### src/rtl/multichannel_wr_arbiter_if.sv
// Request/grant and AXI-write-start bundle between four channel write controllers,
// the arbiter and the AXI write master.
interface multichannel_wr_arbiter_if #(
    parameter int ADDR_W = 30,
    parameter int LEN_W  = 8
);
    logic [3:0]        wr_req;
    logic [ADDR_W-1:0] wr_addr [4];
    logic [LEN_W-1:0]  wr_len  [4];
    logic [3:0]        wr_grant;
    logic              wr_done;
    logic              axi_wr_start;
    logic [ADDR_W-1:0] axi_wr_addr;
    logic [LEN_W-1:0]  axi_wr_len;
    logic              arb_busy;

    // Arbiter side
    modport slave (
        input  wr_req, wr_addr, wr_len, wr_done,
        output wr_grant, axi_wr_start, axi_wr_addr, axi_wr_len, arb_busy
    );

    // Requesters plus AXI write master, seen as a single environment
    modport master (
        output wr_req, wr_addr, wr_len, wr_done,
        input  wr_grant, axi_wr_start, axi_wr_addr, axi_wr_len, arb_busy
    );
endinterface

### src/rtl/multichannel_wr_arbiter.sv
// Four-channel write arbiter: round-robin grant, one burst outstanding to the AXI write master.
// Build macro WR_ARB_FIXED_PRIO_EN selects fixed priority (channel 0 highest) instead of round-robin.
module multichannel_wr_arbiter #(
    parameter int ADDR_W = 30,
    parameter int LEN_W  = 8
) (
    input  logic                     clk,
    input  logic                     rst_n,
    multichannel_wr_arbiter_if.slave bus
);

    typedef enum logic {
        ST_IDLE = 1'b0,
        ST_BUSY = 1'b1
    } state_t;

    state_t            r_state;
    logic [3:0]        r_grant;
    logic              r_start;
    logic [ADDR_W-1:0] r_addr;
    logic [LEN_W-1:0]  r_len;
    logic              r_busy;

    logic [1:0]        w_base;
    logic [3:0]        w_rot;
    logic [1:0]        w_offset;
    logic              w_any;
    logic [1:0]        w_winner;
    logic [3:0]        w_onehot;

`ifdef WR_ARB_FIXED_PRIO_EN
    assign w_base = 2'd0;
`else
    // Channel granted most recently; the scan starts just above it.
    logic [1:0]        r_last;
    assign w_base = r_last + 2'd1;
`endif

    // Rotate the request vector so that slot 0 is the highest-priority channel.
    genvar gi;
    generate
        for (gi = 0; gi < 4; gi++) begin : g_rot
            assign w_rot[gi] = bus.wr_req[w_base + 2'(gi)];
        end
    endgenerate

    always_comb begin
        w_offset = 2'd0;
        w_any    = 1'b0;
        for (int k = 3; k >= 0; k--) begin
            if (w_rot[k]) begin
                w_offset = 2'(k);
                w_any    = 1'b1;
            end
        end
    end

    assign w_winner = w_base + w_offset;

    generate
        for (gi = 0; gi < 4; gi++) begin : g_onehot
            assign w_onehot[gi] = (w_winner == 2'(gi));
        end
    endgenerate

    always_ff @(posedge clk or negedge rst_n) begin
        if (!rst_n) begin
            r_state <= ST_IDLE;
            r_grant <= '0;
            r_start <= 1'b0;
            r_addr  <= '0;
            r_len   <= '0;
            r_busy  <= 1'b0;
`ifndef WR_ARB_FIXED_PRIO_EN
            r_last  <= 2'd3;
`endif
        end else begin
            r_grant <= '0;
            r_start <= 1'b0;
            case (r_state)
                ST_IDLE: begin
                    // wr_done is meaningless here: no burst is outstanding.
                    if (w_any) begin
                        r_grant <= w_onehot;
                        r_start <= 1'b1;
                        r_addr  <= bus.wr_addr[w_winner];
                        r_len   <= bus.wr_len[w_winner];
                        r_busy  <= 1'b1;
                        r_state <= ST_BUSY;
`ifndef WR_ARB_FIXED_PRIO_EN
                        r_last  <= w_winner;
`endif
                    end
                end
                ST_BUSY: begin
                    if (bus.wr_done) begin
                        r_busy  <= 1'b0;
                        r_state <= ST_IDLE;
                    end
                end
                default: begin
                    r_busy  <= 1'b0;
                    r_state <= ST_IDLE;
                end
            endcase
        end
    end

    assign bus.wr_grant     = r_grant;
    assign bus.axi_wr_start = r_start;
    assign bus.axi_wr_addr  = r_addr;
    assign bus.axi_wr_len   = r_len;
    assign bus.arb_busy     = r_busy;

endmodule
### src/flat_wrapper.sv
// flat-port wrapper written by rule: the top's interface ports become plain ports
module multichannel_wr_arbiter_flat 
#(
    parameter int ADDR_W = 30,
    parameter int LEN_W  = 8
)
  (clk, rst_n, bus_wr_req, bus_wr_addr, bus_wr_len, bus_wr_done, bus_wr_grant, bus_axi_wr_start, bus_axi_wr_addr, bus_axi_wr_len, bus_arb_busy);
  multichannel_wr_arbiter_if #(.ADDR_W(ADDR_W), .LEN_W(LEN_W)) bus_i ();
  input  logic clk;
  input  logic rst_n;
  input wire logic [$bits(bus_i.wr_req)-1:0] bus_wr_req;
  input wire logic [$bits(bus_i.wr_addr)-1:0] bus_wr_addr;
  input wire logic [$bits(bus_i.wr_len)-1:0] bus_wr_len;
  input wire logic [$bits(bus_i.wr_done)-1:0] bus_wr_done;
  output wire logic [$bits(bus_i.wr_grant)-1:0] bus_wr_grant;
  output wire logic [$bits(bus_i.axi_wr_start)-1:0] bus_axi_wr_start;
  output wire logic [$bits(bus_i.axi_wr_addr)-1:0] bus_axi_wr_addr;
  output wire logic [$bits(bus_i.axi_wr_len)-1:0] bus_axi_wr_len;
  output wire logic [$bits(bus_i.arb_busy)-1:0] bus_arb_busy;
  assign bus_i.wr_req = bus_wr_req;
  assign bus_i.wr_addr = {>>{bus_wr_addr}};
  assign bus_i.wr_len = {>>{bus_wr_len}};
  assign bus_i.wr_done = bus_wr_done;
  assign bus_wr_grant = bus_i.wr_grant;
  assign bus_axi_wr_start = bus_i.axi_wr_start;
  assign bus_axi_wr_addr = bus_i.axi_wr_addr;
  assign bus_axi_wr_len = bus_i.axi_wr_len;
  assign bus_arb_busy = bus_i.arb_busy;
  multichannel_wr_arbiter #(.ADDR_W(ADDR_W), .LEN_W(LEN_W)) u_core (.clk(clk), .rst_n(rst_n), .bus(bus_i));
endmodule
### config.mk
export PLATFORM = sky130hd
export DESIGN_NAME = multichannel_wr_arbiter_flat
export DESIGN_NICKNAME = d
export VERILOG_FILES = /design/src/rtl/multichannel_wr_arbiter_if.sv /design/src/rtl/multichannel_wr_arbiter.sv /design/src/flat_wrapper.sv
export SDC_FILE = /design/constraint.sdc
export NUM_CORES = 1
export LEC_CHECK = 0
export CORE_MARGIN = 5
export CORE_UTILIZATION = 44
export CTS_CLUSTER_SIZE = 12
export DETAILED_ROUTE_END_ITERATION = 8
export PLACE_DENSITY_LB_ADDON = 0.05
export SYNTH_ARGS = -nofsm -noshare
export SYNTH_HDL_FRONTEND = slang
export SYNTH_SLANG_ARGS = --single-unit
### constraint.sdc
create_clock -name clk -period 7.8 [get_ports clk]
set_input_delay 1.95 -clock clk [delete_from_list [all_inputs] [get_ports clk]]
set_output_delay 1.95 -clock clk [all_outputs]
set_load 0.01 [all_outputs]
==> results.cfg, run 1 <==
[min_path]
hp-class = reg2reg
hold_depth = 2

[timing]
worst_pin_slew_ns = 1.26
hold_viol_final = 0
report.final.slew_viol_count = 0
fin_skew_ns = 0.00525
slew_headroom = 0.160
rsz0062_at_grt = no
setup_violations = 0
min_period_over_period = 0.675
tns_ns = 0
fmax_ghz = 0.190
layout_min_cycle_time_ns = 5.27
fin_ws_ns = 2.53

[placement]
port_buffers = 202
gp_congestion = 0.776
hpwlAfterDp_um = 9940
place_worst_setup_slack_ns = 2.23

[worst_setup_path]
crit_type = in2reg
path_cells = clkdlybuf4s50_1, nor2b_1, a21oi_1, nor2_1, a211oi_1, a21oi_1, ha_4, xnor2_4, xnor2_4, buf_4, nor3_1, mux2i_1, nand3_1
critical_path_required_ns = 7.99
cp-start-kind = input port
critical_path.max_stage_delay_ns = 0.97
critical_path_arrival_ns = 5.46
cp_slowest_cell = xnor2_4
r2r_cells = 12
crit_fanout = 46
end_kind = register

[drt]
drtIter0Drc = 249
ant_nets = 0
routedWlPerCell_um = 16.3
first_pass_iters = 4
drt-total-wl_um = 13400
drc = 0
vias_per_cell = 5.46
vias = 4503

[clock_tree]
cts.path.max_buffers = 2
htreeDepth = 2
cts_root_buffer = clkbuf_8
cts_buffers = 5
ctsHoldBuffers = 0
clock_latency_ns = 0.30
clkTransAtPathRegs_ns = 0.09
cts.sinks = 47
postCtsSetupBuffers = 0
cts_resized = 0
tritoncts = built

[pwr]
vdd_drop_max_mv = 0.351
power_density_mw_per_mm2 = 411
leakagePower_nw = 3.01

[logic_synthesis]
synth_compound_area_frac = 0.0168
synth-adder-area-share = 0.00286
syn_nets = 691
syn_area_per_cell_sq_um = 8.25
synth_top_family_by_area = multiplexers
synthMuxAreaShare = 0.347
synthXorXnorAreaFrac = 0.0177
syn-instance-count = 531
ys_warn_count = 0
synth-simple-area-share = 0.276
synth_cell_types = 27
synth-seq-cells = 47
synth-edff-count = 0
synth-seq-area-share = 0.269
async_flop_share = 1.00
synth_ff_type = dfrtp_1
netlist_area_sq_mm = 0.00438

[global_route]
grt_pass1_wl_um = 21200
track_usage = 0.218
antenna_found_initial = 0
overflow = 0
grt_max_degree = 86
grt_pass1_vias = 4378

[final_layout]
final_common_cell = clkdlybuf4s50_1
nNetsFinal = 850
antenna_cells = 0
n_fill_cell = 848
area_delta_synth_final_pct = 47.9
most-common-layout-cells = clkdlybuf4s50_1, nor3_1, mux2i_1, dfrtp_1, nand2_1
multi_input_area_sq_mm = 0.00295
drive_gt1_frac = 0.0347
seq_area_sq_mm = 0.00118

[floorplan]
row_count = 36
die_area_sq_mm = 0.0121
start_util = 0.450
pin_count = 203
coreArea_sq_mm = 0.00973
die_h_um = 110
die_w_um = 110

[run_status]
status = finished clean

[job]
maxCapViolations = 0
## sequential cells by signal, indices dropped and copies added (netlist names)
register	count
u_core.bus.axi_wr_len	8
u_core.bus.arb_busy	1
u_core.r_state	1
u_core.bus.wr_grant	4
u_core.r_last	2
u_core.bus.axi_wr_start	1
u_core.bus.axi_wr_addr	30
## power by group
| group | total [mW] | switching [mW] | internal, mW |
|---|---|---|---|
| Sequential | 0.448 | 0.0801 | 0.368 |
| Combinational | 2.05 | 1.17 | 0.885 |
| Clock | 0.164 | 0.0826 | 0.0811 |
## stage by stage
step,hold WS [ns],power (mW),cells,util,cell area [sq um]
6_report,0.497,2.67,824,0.666,6480
5_1_grt,0.528,2.89,824,0.666,6480
4_1_cts,0.502,2.70,824,0.666,6480
3_5_place_dp,0.479,2.52,816,0.656,6380
3_3_place_gp,0.473,2.47,816,0.656,6380
2_1_floorplan,0.454,1.94,531,-,4380
## per-layer routing
layer / vias to the layer above / wire, um / global-route usage
li1: 2243 / - / -
met3: 12 / 1170 / 0.0564
met4: 0 / 167 / 0.0463
met2: 148 / 6490 / 0.359
met1: 2100 / 5580 / 0.288
met5: - / 0 / 0
## Yosys cell counts, types with 2 or more instances
cell type,instances,area share
clkbuf_1,19,0.016
a21oi_1,6,0.0069
dfrtp_1,45,0.26
buf_1,2,0.0017
xnor2_1,2,0.0040
buf_2,29,0.033
nand2b_1,3,0.0043
nand3_1,38,0.043
nor2_1,11,0.0094
buf_4,4,0.0069
o32ai_1,2,0.0040
nand2_1,43,0.037
nor3_1,154,0.18
dfstp_2,2,0.012
nor2b_1,2,0.0029
buf_6,4,0.010
xnor2_2,2,0.0074
mux2i_1,152,0.35
inv_1,3,0.0026
## kinds of logic (layout without fill, tap and decap cells)
family | after synthesis | count (layout)
AOI/OAI and AO/OA | 12 | 12
DFF | 47 | 47
muxes | 152 | 152
buffers and inverters | 61 | 221
and+or+nand+nor | 253 | 253
xor gates and xnor gates | 5 | 5
adders and majority gates | 1 | 1
## area by class of cell
class	count	share of cell area
Multi-Input combinational cell	423	0.455
Inverter	3	0.00174
Timing Repair Buffer	210	0.320
Sequential cell	47	0.182
Tap cell	133	0.0257
Clock buffer	8	0.0154
## critical path: cells and delay by family
| family | cells | cell delay (ns) |
|---|---|---|
| XOR/XNOR | 2 | 1.15 |
| buffers and inverters | 2 | 1.01 |
| AO/OA/AOI/OAI | 3 | 0.47 |
| AND/OR/NAND/NOR | 4 | 0.45 |
| adder cells (fa/ha/maj) | 1 | 0.20 |
| multiplexers | 1 | 0.18 |
## worst paths after layout
kind	end	slack [ns]	start
worst max-delay path	u_core.bus.axi_wr_addr[22]	2.53	bus_wr_req[0]
worst min-delay path	u_core.bus.axi_wr_addr[0]	0.50	u_core.bus.axi_wr_addr[0]
worst max register to register	u_core.bus.axi_wr_addr[22]	4.12	u_core.r_last[1]
worst min register to register	u_core.bus.axi_wr_addr[0]	0.50	u_core.bus.axi_wr_addr[0]
max in group asynchronous	u_core.bus.axi_wr_addr[29]	5.62	rst_n
min in group asynchronous	u_core.bus.wr_grant[1]	1.75	rst_n
Power figures use the tool's default switching activity.
==> inputs of run 2 (changes only) <==
Settings changed: CORE_UTILIZATION 44 to 38.
Clock period 7.8 ns to 4.4 ns, I/O delays scaled along.
==> run 2 against run 1 <==
Effect of this change: clock power is 140% higher; non-clock buffer count is 5 higher; largest cell class unchanged; global-route usage is 2.6 points lower; highest routed layer unchanged.
==> results.cfg, run 2 (synthesized netlist as in run 1, its figures left out) <==
[run_status]
status = finished clean

[clock_tree]
cts_root_buffer = clkbuf_16
postCtsSetupBuffers = 0
clock_latency_ns = 0.29
cts.sinks = 47
cts_buffers = 5
tritoncts = built
clkTransAtPathRegs_ns = 0.07
cts.path.max_buffers = 2
cts_resized = 0
htreeDepth = 2
ctsHoldBuffers = 0

[timing]
layout_min_cycle_time_ns = 3.93
slew_headroom = 0.461
fmax_ghz = 0.254
report.final.slew_viol_count = 0
tns_ns = 0
rsz0062_at_grt = no
worst_pin_slew_ns = 0.809
setup_violations = 0
hold_viol_final = 0
min_period_over_period = 0.894
fin_skew_ns = 0.00403

[placement]
hpwlAfterDp_um = 10400
placed_cell_area_sq_mm = 0.00649
numPlacedInstances = 831
gp_congestion = 0.816
port_buffers = 202

[floorplan]
die_h_um = 117
die_area_sq_mm = 0.0138
die_w_um = 117
start_util = 0.385
row_count = 39
coreArea_sq_mm = 0.0114
pin_count = 203

[drt]
vias = 4531
drt-total-wl_um = 13700
drc = 0
ant_nets = 0
first_pass_iters = 5
vias_per_cell = 5.40
drtIter0Drc = 195
routedWlPerCell_um = 16.4

[worst_setup_path]
critical_path_arrival_ns = 4.10
crit_type = in2reg
r2r_cells = 12
end_kind = register
r2r_start = u_core.r_last[1]
cp-start-kind = input port
reg2reg_slack_ns = 1.25
r2r_end = u_core.bus.axi_wr_addr[9]
crit_fanout = 25
critical_path_required_ns = 4.57

[pwr]
p_sw_frac = 0.486
p_sw_mw = 2.42
pwr-share-seq = 0.158
power_density_mw_per_mm2 = 749
leakagePower_nw = 3.07
power_frac_comb = 0.765
pwr-share-clk = 0.078
vdd_drop_max_mv = 0.675
p_int_mw = 2.56

[final_layout]
layout.cells.non_filler = 839
fin_area_sq_mm = 0.00664
seq_area_sq_mm = 0.00118
area_delta_synth_final_pct = 51.5
most-common-layout-cells = clkdlybuf4s50_1, nor3_1, mux2i_1, dfrtp_1, nand2_1
antenna_cells = 0
nNetsFinal = 855
final_common_cell = clkdlybuf4s50_1
drive_gt1_frac = 0.0431
n_fill_cell = 1096
largest_reg_flops = 30
multi_input_area_sq_mm = 0.00295

[global_route]
track_usage = 0.193
grt_pass1_vias = 4515
overflow = 0
grt_pass1_wl_um = 22500
grt_max_degree = 55
antenna_found_initial = 0

[job]
maxCapViolations = 0

[min_path]
hold_depth = 2
hold_path_startpoint = u_core.bus.axi_wr_addr[8]
hp-class = reg2reg
min_to = u_core.bus.axi_wr_addr[8]
run 2: stage by stage:
step,hold slack (ns),total power [mW],setup slack (ns),utilization
2_1_floorplan,0.454,3.44,1.22,-
3_3_place_gp,0.474,4.55,0.278,0.571
3_5_place_dp,0.478,4.64,0.164,0.571
4_1_cts,0.496,5.04,0.463,0.584
5_1_grt,0.516,5.38,0.171,0.584
6_report,0.490,4.98,0.468,0.584
run 2: per-layer routing:
| metal | vias up | track usage | routed length (um) |
|---|---|---|---|
| li1 | 2255 | - | - |
| met4 | 0 | 0.0406 | 159 |
| met2 | 167 | 0.308 | 6360 |
| met1 | 2093 | 0.258 | 6230 |
| met5 | - | 0 | 0 |
| met3 | 16 | 0.0563 | 972 |
run 2: final cells by class:
cell class              instances  share of cell area
multi-input cells             423               0.444
clock inverters                 3             0.00301
clock buffers                   5              0.0188
well taps                     143              0.0269
repair buffers                215               0.328
flip-flops and latches         47               0.178
inverters                       3             0.00170
run 2: worst max-delay path, stage by stage:
cell	delay (ns)
clkdlybuf4s50_1	0.59
nor2b_1	0.23
a21oi_1	0.08
nor2_1	0.10
a21oi_1	0.05
a21oi_1	0.25
ha_4	0.20
xnor2_4	0.12
xnor2_4	0.64
buf_4	0.38
nor3_1	0.09
mux2i_1	0.16
nand3_1	0.10
run 2: worst max-delay path by stage:
stage	from	end	slack, ns
2_1_floorplan	bus_wr_req[0]	u_core.bus.axi_wr_addr[0]	1.22
3_3_place_gp	bus_wr_req[3]	u_core.bus.axi_wr_len[4]	0.28
3_5_place_dp	bus_wr_req[1]	u_core.bus.axi_wr_addr[9]	0.16
4_1_cts	bus_wr_req[1]	u_core.bus.axi_wr_addr[9]	0.46
5_1_grt	bus_wr_req[1]	u_core.bus.axi_wr_addr[7]	0.17
6_report	bus_wr_req[1]	u_core.bus.axi_wr_addr[9]	0.47
run 2: power by group through the flow:
stage               Combinational [mW]  Clock (mW)  Sequential, mW
CTS                               3.86       0.399           0.786
floorplan                         2.60           0           0.842
detailed placement                3.85           0           0.789
global placement                  3.76           0           0.787
global route                      4.16       0.412           0.811
finish                            3.81       0.386           0.785
==> inputs of run 3 (changes only) <==
Settings changed: SLEW_MARGIN from default to 20.
==> results of run 3 <==
Same layout as run 2: the final DEF is identical, and so are final timing and power.
==> variant 1 (settings of run 3) <==
`LEN_W` is set to 8 in 3 places; all go to 16.
--- a/src/rtl/multichannel_wr_arbiter_if.sv
+++ b/src/rtl/multichannel_wr_arbiter_if.sv
@@ -2,7 +2,7 @@
 // the arbiter and the AXI write master.
 interface multichannel_wr_arbiter_if #(
     parameter int ADDR_W = 30,
-    parameter int LEN_W  = 8
+    parameter int LEN_W  = 16
 );
     logic [3:0]        wr_req;
     logic [ADDR_W-1:0] wr_addr [4];
--- a/src/rtl/multichannel_wr_arbiter.sv
+++ b/src/rtl/multichannel_wr_arbiter.sv
@@ -2,7 +2,7 @@
 // Build macro WR_ARB_FIXED_PRIO_EN selects fixed priority (channel 0 highest) instead of round-robin.
 module multichannel_wr_arbiter #(
     parameter int ADDR_W = 30,
-    parameter int LEN_W  = 8
+    parameter int LEN_W  = 16
 ) (
     input  logic                     clk,
     input  logic                     rst_n,
--- a/src/flat_wrapper.sv
+++ b/src/flat_wrapper.sv
@@ -2,7 +2,7 @@
 module multichannel_wr_arbiter_flat 
 #(
     parameter int ADDR_W = 30,
-    parameter int LEN_W  = 8
+    parameter int LEN_W  = 16
 )
   (clk, rst_n, bus_wr_req, bus_wr_addr, bus_wr_len, bus_wr_done, bus_wr_grant, bus_axi_wr_start, bus_axi_wr_addr, bus_axi_wr_len, bus_arb_busy);
   multichannel_wr_arbiter_if #(.ADDR_W(ADDR_W), .LEN_W(LEN_W)) bus_i ();
Ports: changed (resized bus_axi_wr_len and bus_wr_len); port bits go from 203 to 243. The function was not compared with the original's and may differ.
==> variant 1 against run 3 <==
Utilization fell by 0.82 points; largest cell class unchanged; critical path depth unchanged; sequential cell count is 8 higher; area after synthesis increased by 21%; critical endpoint is now u_core.bus.axi_wr_addr[20]$_DFFE_PN0P_; setup slack better by 0.14 ns; count of clock-buffer cells in the layout grew 3; first-iteration DRC count is 53% higher; clock skew about the same; synthesized cell count increased by 19%; total power increased by 21%; cell area increased by 19%; routed wire length rose by 22%; register-to-register slack improved by 0.12 ns.
==> variant 1: results (changes against run 3) <==
## Global route
- **GRT Util Overall** 0.1968, +0.004185
- **vias in the first global route** 5,412, +20%
- **largest net degree at the start of global routing** 95, +73%

## Power
- **worst vdd ir** 0.0005110 V, -24%
- **Internal Power** 3.090 mW, +21%
- **Leakage Power** 3.668 nW, +19%

## Finish
- **layout cells sized above 1** 0.04121, -0.001891

## Synth
- **largest cells by area after synthesis** sky130_fd_sc_hd__mux2i_1, sky130_fd_sc_hd__dfrtp_1, sky130_fd_sc_hd__nor3_1
- **cells after synthesis** 630, +19%
- **Seq/Total Area, Yosys** 0.2598, -0.009145
- **most frequent cells after synthesis** sky130_fd_sc_hd__mux2i_1, sky130_fd_sc_hd__nor3_1, sky130_fd_sc_hd__dfrtp_1

## Placed design
- **Post-Place Cell Area** 7795 sq um, +20%
- **worst slack at placement** 0.3222 ns, +0.1580 ns
- **Buffers on Ports** 242, +20%
- **last weighted congestion value of the routability-driven placer** 0.8175, +0.22%

## Critical path
- **slowest cell delay on critical path** 0.62 ns, -0.02 ns
- **arrival time at the worst endpoint** 3.97 ns, -0.13 ns
- **library cell contributing the largest single delay on the critical path** sky130_fd_sc_hd__clkdlybuf4s50_1
- **biggest fanout along the worst timing path** 20, -20%

## Timing
- **Final Skew** 0.003677 ns, -0.0003580 ns
- **Worst Slack Setup Final** 0.6055 ns, +0.1371 ns
- **worst hold slack** 0.4977 ns, +0.008021 ns
- **transition time at the pin with the least slew margin** 0.7011 ns, -0.1077 ns

## Detailed routing
- **final routed wire length divided by cell count** 16.68 um, +2.0%
- **routed via count divided by cell count** 5.357, -0.80%
- **drt first-iter violations** 299, +53%
- **Detailed Route WL** 16.76 mm, +22%

## Hold path
- **worst min path class** reg -> reg

## CTS
- **CTS Buf Count** 5, unchanged

## Status
- **status** completed

[variant 1: cell count changes in the layout (fill, tap and decap cells not counted), moves of 3 or more]
cell / before / now
sky130_fd_sc_hd__buf_12: 5 / 10
sky130_fd_sc_hd__buf_4: 8 / 4
sky130_fd_sc_hd__clkbuf_1: 0 / 3
sky130_fd_sc_hd__clkdlybuf4s50_1: 201 / 241
sky130_fd_sc_hd__dfrtp_1: 45 / 53
sky130_fd_sc_hd__mux2i_1: 152 / 184
sky130_fd_sc_hd__nand2_1: 43 / 51
sky130_fd_sc_hd__nand3_1: 38 / 46
sky130_fd_sc_hd__nor3_1: 154 / 184
[variant 1: cell type report]
cell class / instances / area [sq um]
fill: 1262 / 5842
multi-input combinational: 503 / 3532
timing repair buffer: 256 / 2648
sequential: 55 / 1379
tap: 180 / 225.2
clock buffer: 8 / 136.4
inverter: 3 / 11.26
[variant 1: power by group through the flow]
stage               Clock (mW)  Sequential (mW)  Combinational [mW]
floorplan                    0            0.990                3.20
global placement             0            0.922                4.61
CTS                      0.412            0.929                4.75
global route             0.426            0.956                5.12
finish                   0.396            0.927                4.71
detailed placement           0            0.931                4.74
[variant 1: kinds of logic after synthesis]
| logic type | share of synthesized area |
|---|---|
| multiplexers | 0.3471 |
| flip-flops | 0.2598 |
| buffers and inverters | 0.08371 |
| XOR/XNOR | 0.01604 |
| AND/OR/NAND/NOR | 0.2728 |
| AO/OA/AOI/OAI | 0.01816 |
| adder cells (fa/ha/maj) | 0.002358 |
[variant 1: final timing paths]
check,cells after the start,endpoint,start
max reg2reg,12,u_core.bus.axi_wr_addr[20]$_DFFE_PN0P_,u_core.r_last[1]$_DFFE_PN1P_
min in group asynchronous,1,u_core.r_state$_DFF_PN0_,rst_n
min,2,u_core.bus.axi_wr_addr[14]$_DFFE_PN0P_,u_core.bus.axi_wr_addr[14]$_DFFE_PN0P_
min reg2reg,2,u_core.bus.axi_wr_addr[14]$_DFFE_PN0P_,u_core.bus.axi_wr_addr[14]$_DFFE_PN0P_
max in group asynchronous,2,u_core.r_last[1]$_DFFE_PN1P_,rst_n
max,13,u_core.bus.axi_wr_addr[20]$_DFFE_PN0P_,bus_wr_req[3]
[variant 1: routing by layer]
metal / part of all wire / vias to the layer above / global-route usage / wire, um
met5: 0 / - / 0 / 0
met3: 0.077 / 23 / 0.05125 / 1294
met2: 0.50 / 203 / 0.3407 / 8332
li1: - / 2675 / - / -
met1: 0.40 / 2483 / 0.2387 / 6762
met4: 0.022 / 0 / 0.06117 / 374
==> variant 2 (settings of run 3) <==
Without the edit above. Reset style: synchronous (`rst_n`), changed in one clocked block.
--- a/src/rtl/multichannel_wr_arbiter.sv
+++ b/src/rtl/multichannel_wr_arbiter.sv
@@ -63,7 +63,7 @@
         end
     endgenerate
 
-    always_ff @(posedge clk or negedge rst_n) begin
+    always_ff @(posedge clk) begin
         if (!rst_n) begin
             r_state <= ST_IDLE;
             r_grant <= '0;
Formal check against the unedited RTL: differs if rst_n is asserted again (counterexample within 4 cycles, from zero or initial values and one cycle with rst_n low); with rst_n held inactive, the same outputs for 10 cycles.
==> variant 2 against run 3 <==
Routed wire length fell by 9.1%; utilization rose by 4.1 points; largest cell class unchanged; worst hold slack lost 0.022 ns; sequential cell count did not move; combinational power decreased by 49%; global-route usage is 1.2 points higher; critical path depth down 2; total power decreased by 41%; synthesized cell count is 15% lower; area after synthesis fell by 16%; cell area fell by 9.3%; setup slack gained 0.25 ns.
==> variant 2: results (changes against run 3) <==
## Finish
- **multi-input gate count** 353, -17%
- **fraction of area in registers** 0.1562, -0.02126
- **layout cells sized above 1** 0.1379, +0.09477
- **net count reported at finish** 790, -7.6%
- **multi-input logic portion of the cell area** 0.4305, -0.01363
- **number of clock buffers in the layout** 7, +2
- **clock network area share** 0.01724, -0.004613
- **count of filler cells inserted in the layout** 875, -20%

## Synth
- **synthesized area per cell** 8.216 sq um, -0.43%
- **largest cells by area after synthesis** sky130_fd_sc_hd__dfxtp_1, sky130_fd_sc_hd__mux2i_1, sky130_fd_sc_hd__mux2_2
- **share of async-settable or async-resettable flops after synthesis** 0, -1.000
- **number of nets produced by synthesis** 610, -12%
- **Seq/Total Area, Yosys** 0.2545, -0.01451
- **most frequent cells after synthesis** sky130_fd_sc_hd__nor2_1, sky130_fd_sc_hd__mux2i_1, sky130_fd_sc_hd__dfxtp_1
- **count of cell types in the netlist** 36, +33%

## Detailed routing
- **number of vias after detailed routing** 4,003, -12%
- **routed via count divided by cell count** 5.240, -3.0%
- **met3 layer wire length in the routed design** 1.252 mm, +29%
- **met2 WL** 6.134 mm, -3.6%
- **final routed wire length divided by cell count** 16.33 um, -0.15%
- **number of detailed-route iterations in the first pass** 4, -1

## Critical path
- **biggest fanout along the worst timing path** 31, +24%

## CTS
- **clock edge transition at the registers on the reported setup and hold paths** 0.09 ns, +0.02 ns

## Global route
- **largest net degree at the start of global routing** 33, -40%
- **GRT Util Overall** 0.2048, +0.01215

## Power
- **clock share of power** 0.104, +0.026
- **power of the combinational group** 1.93 mW, -49%
- **Power Clock** 0.304 mW, -21%

## Timing
- **relative slew slack** 0.6251, +0.1643

## Status
- **status** completed

## variant 2: cell types whose count changed in the layout (fill, tap and decap cells not counted), sizes merged, moves of 39 or more
cell   delta
nor2     +76
nor3    -151
dfrtp    -45
mux2     +39
mux2i    -76
dfxtp    +47
## variant 2: final timing paths
kind / start / cells after the start / slack (ns) / end
worst min register to register: u_core.bus.axi_wr_addr[7]$_SDFFE_PN0P_ / 2 / 0.47 / u_core.bus.axi_wr_addr[7]$_SDFFE_PN0P_
worst min-delay path: u_core.bus.axi_wr_addr[7]$_SDFFE_PN0P_ / 2 / 0.47 / u_core.bus.axi_wr_addr[7]$_SDFFE_PN0P_
worst max-delay path: bus_wr_req[0] / 11 / 0.72 / u_core.bus.axi_wr_addr[1]$_SDFFE_PN0P_
worst max register to register: u_core.r_last[0]$_SDFFE_PN1P_ / 10 / 1.61 / u_core.bus.axi_wr_addr[1]$_SDFFE_PN0P_
## variant 2: cells by family after synthesis
kind of cell	count (synthesis)	synth area share
AO/OA/AOI/OAI	49	0.1350
XOR/XNOR	5	0.01184
adder cells (fa/ha/maj)	1	0.003384
buffers and inverters	50	0.06294
flip-flops	47	0.2545
multiplexers	115	0.3245
AND/OR/NAND/NOR	183	0.2078
## variant 2: critical path: stages
cell and delay (ns):
sky130_fd_sc_hd__clkdlybuf4s50_1 0.57, sky130_fd_sc_hd__inv_1 0.13, sky130_fd_sc_hd__o311a_1 0.35, sky130_fd_sc_hd__o21ai_0 0.32, sky130_fd_sc_hd__ha_4 0.32, sky130_fd_sc_hd__buf_12 0.24, sky130_fd_sc_hd__mux2_2 0.36, sky130_fd_sc_hd__nand3_1 0.10
sky130_fd_sc_hd__nor2_1 0.06, sky130_fd_sc_hd__mux2i_1 0.18, sky130_fd_sc_hd__o311ai_2 0.12
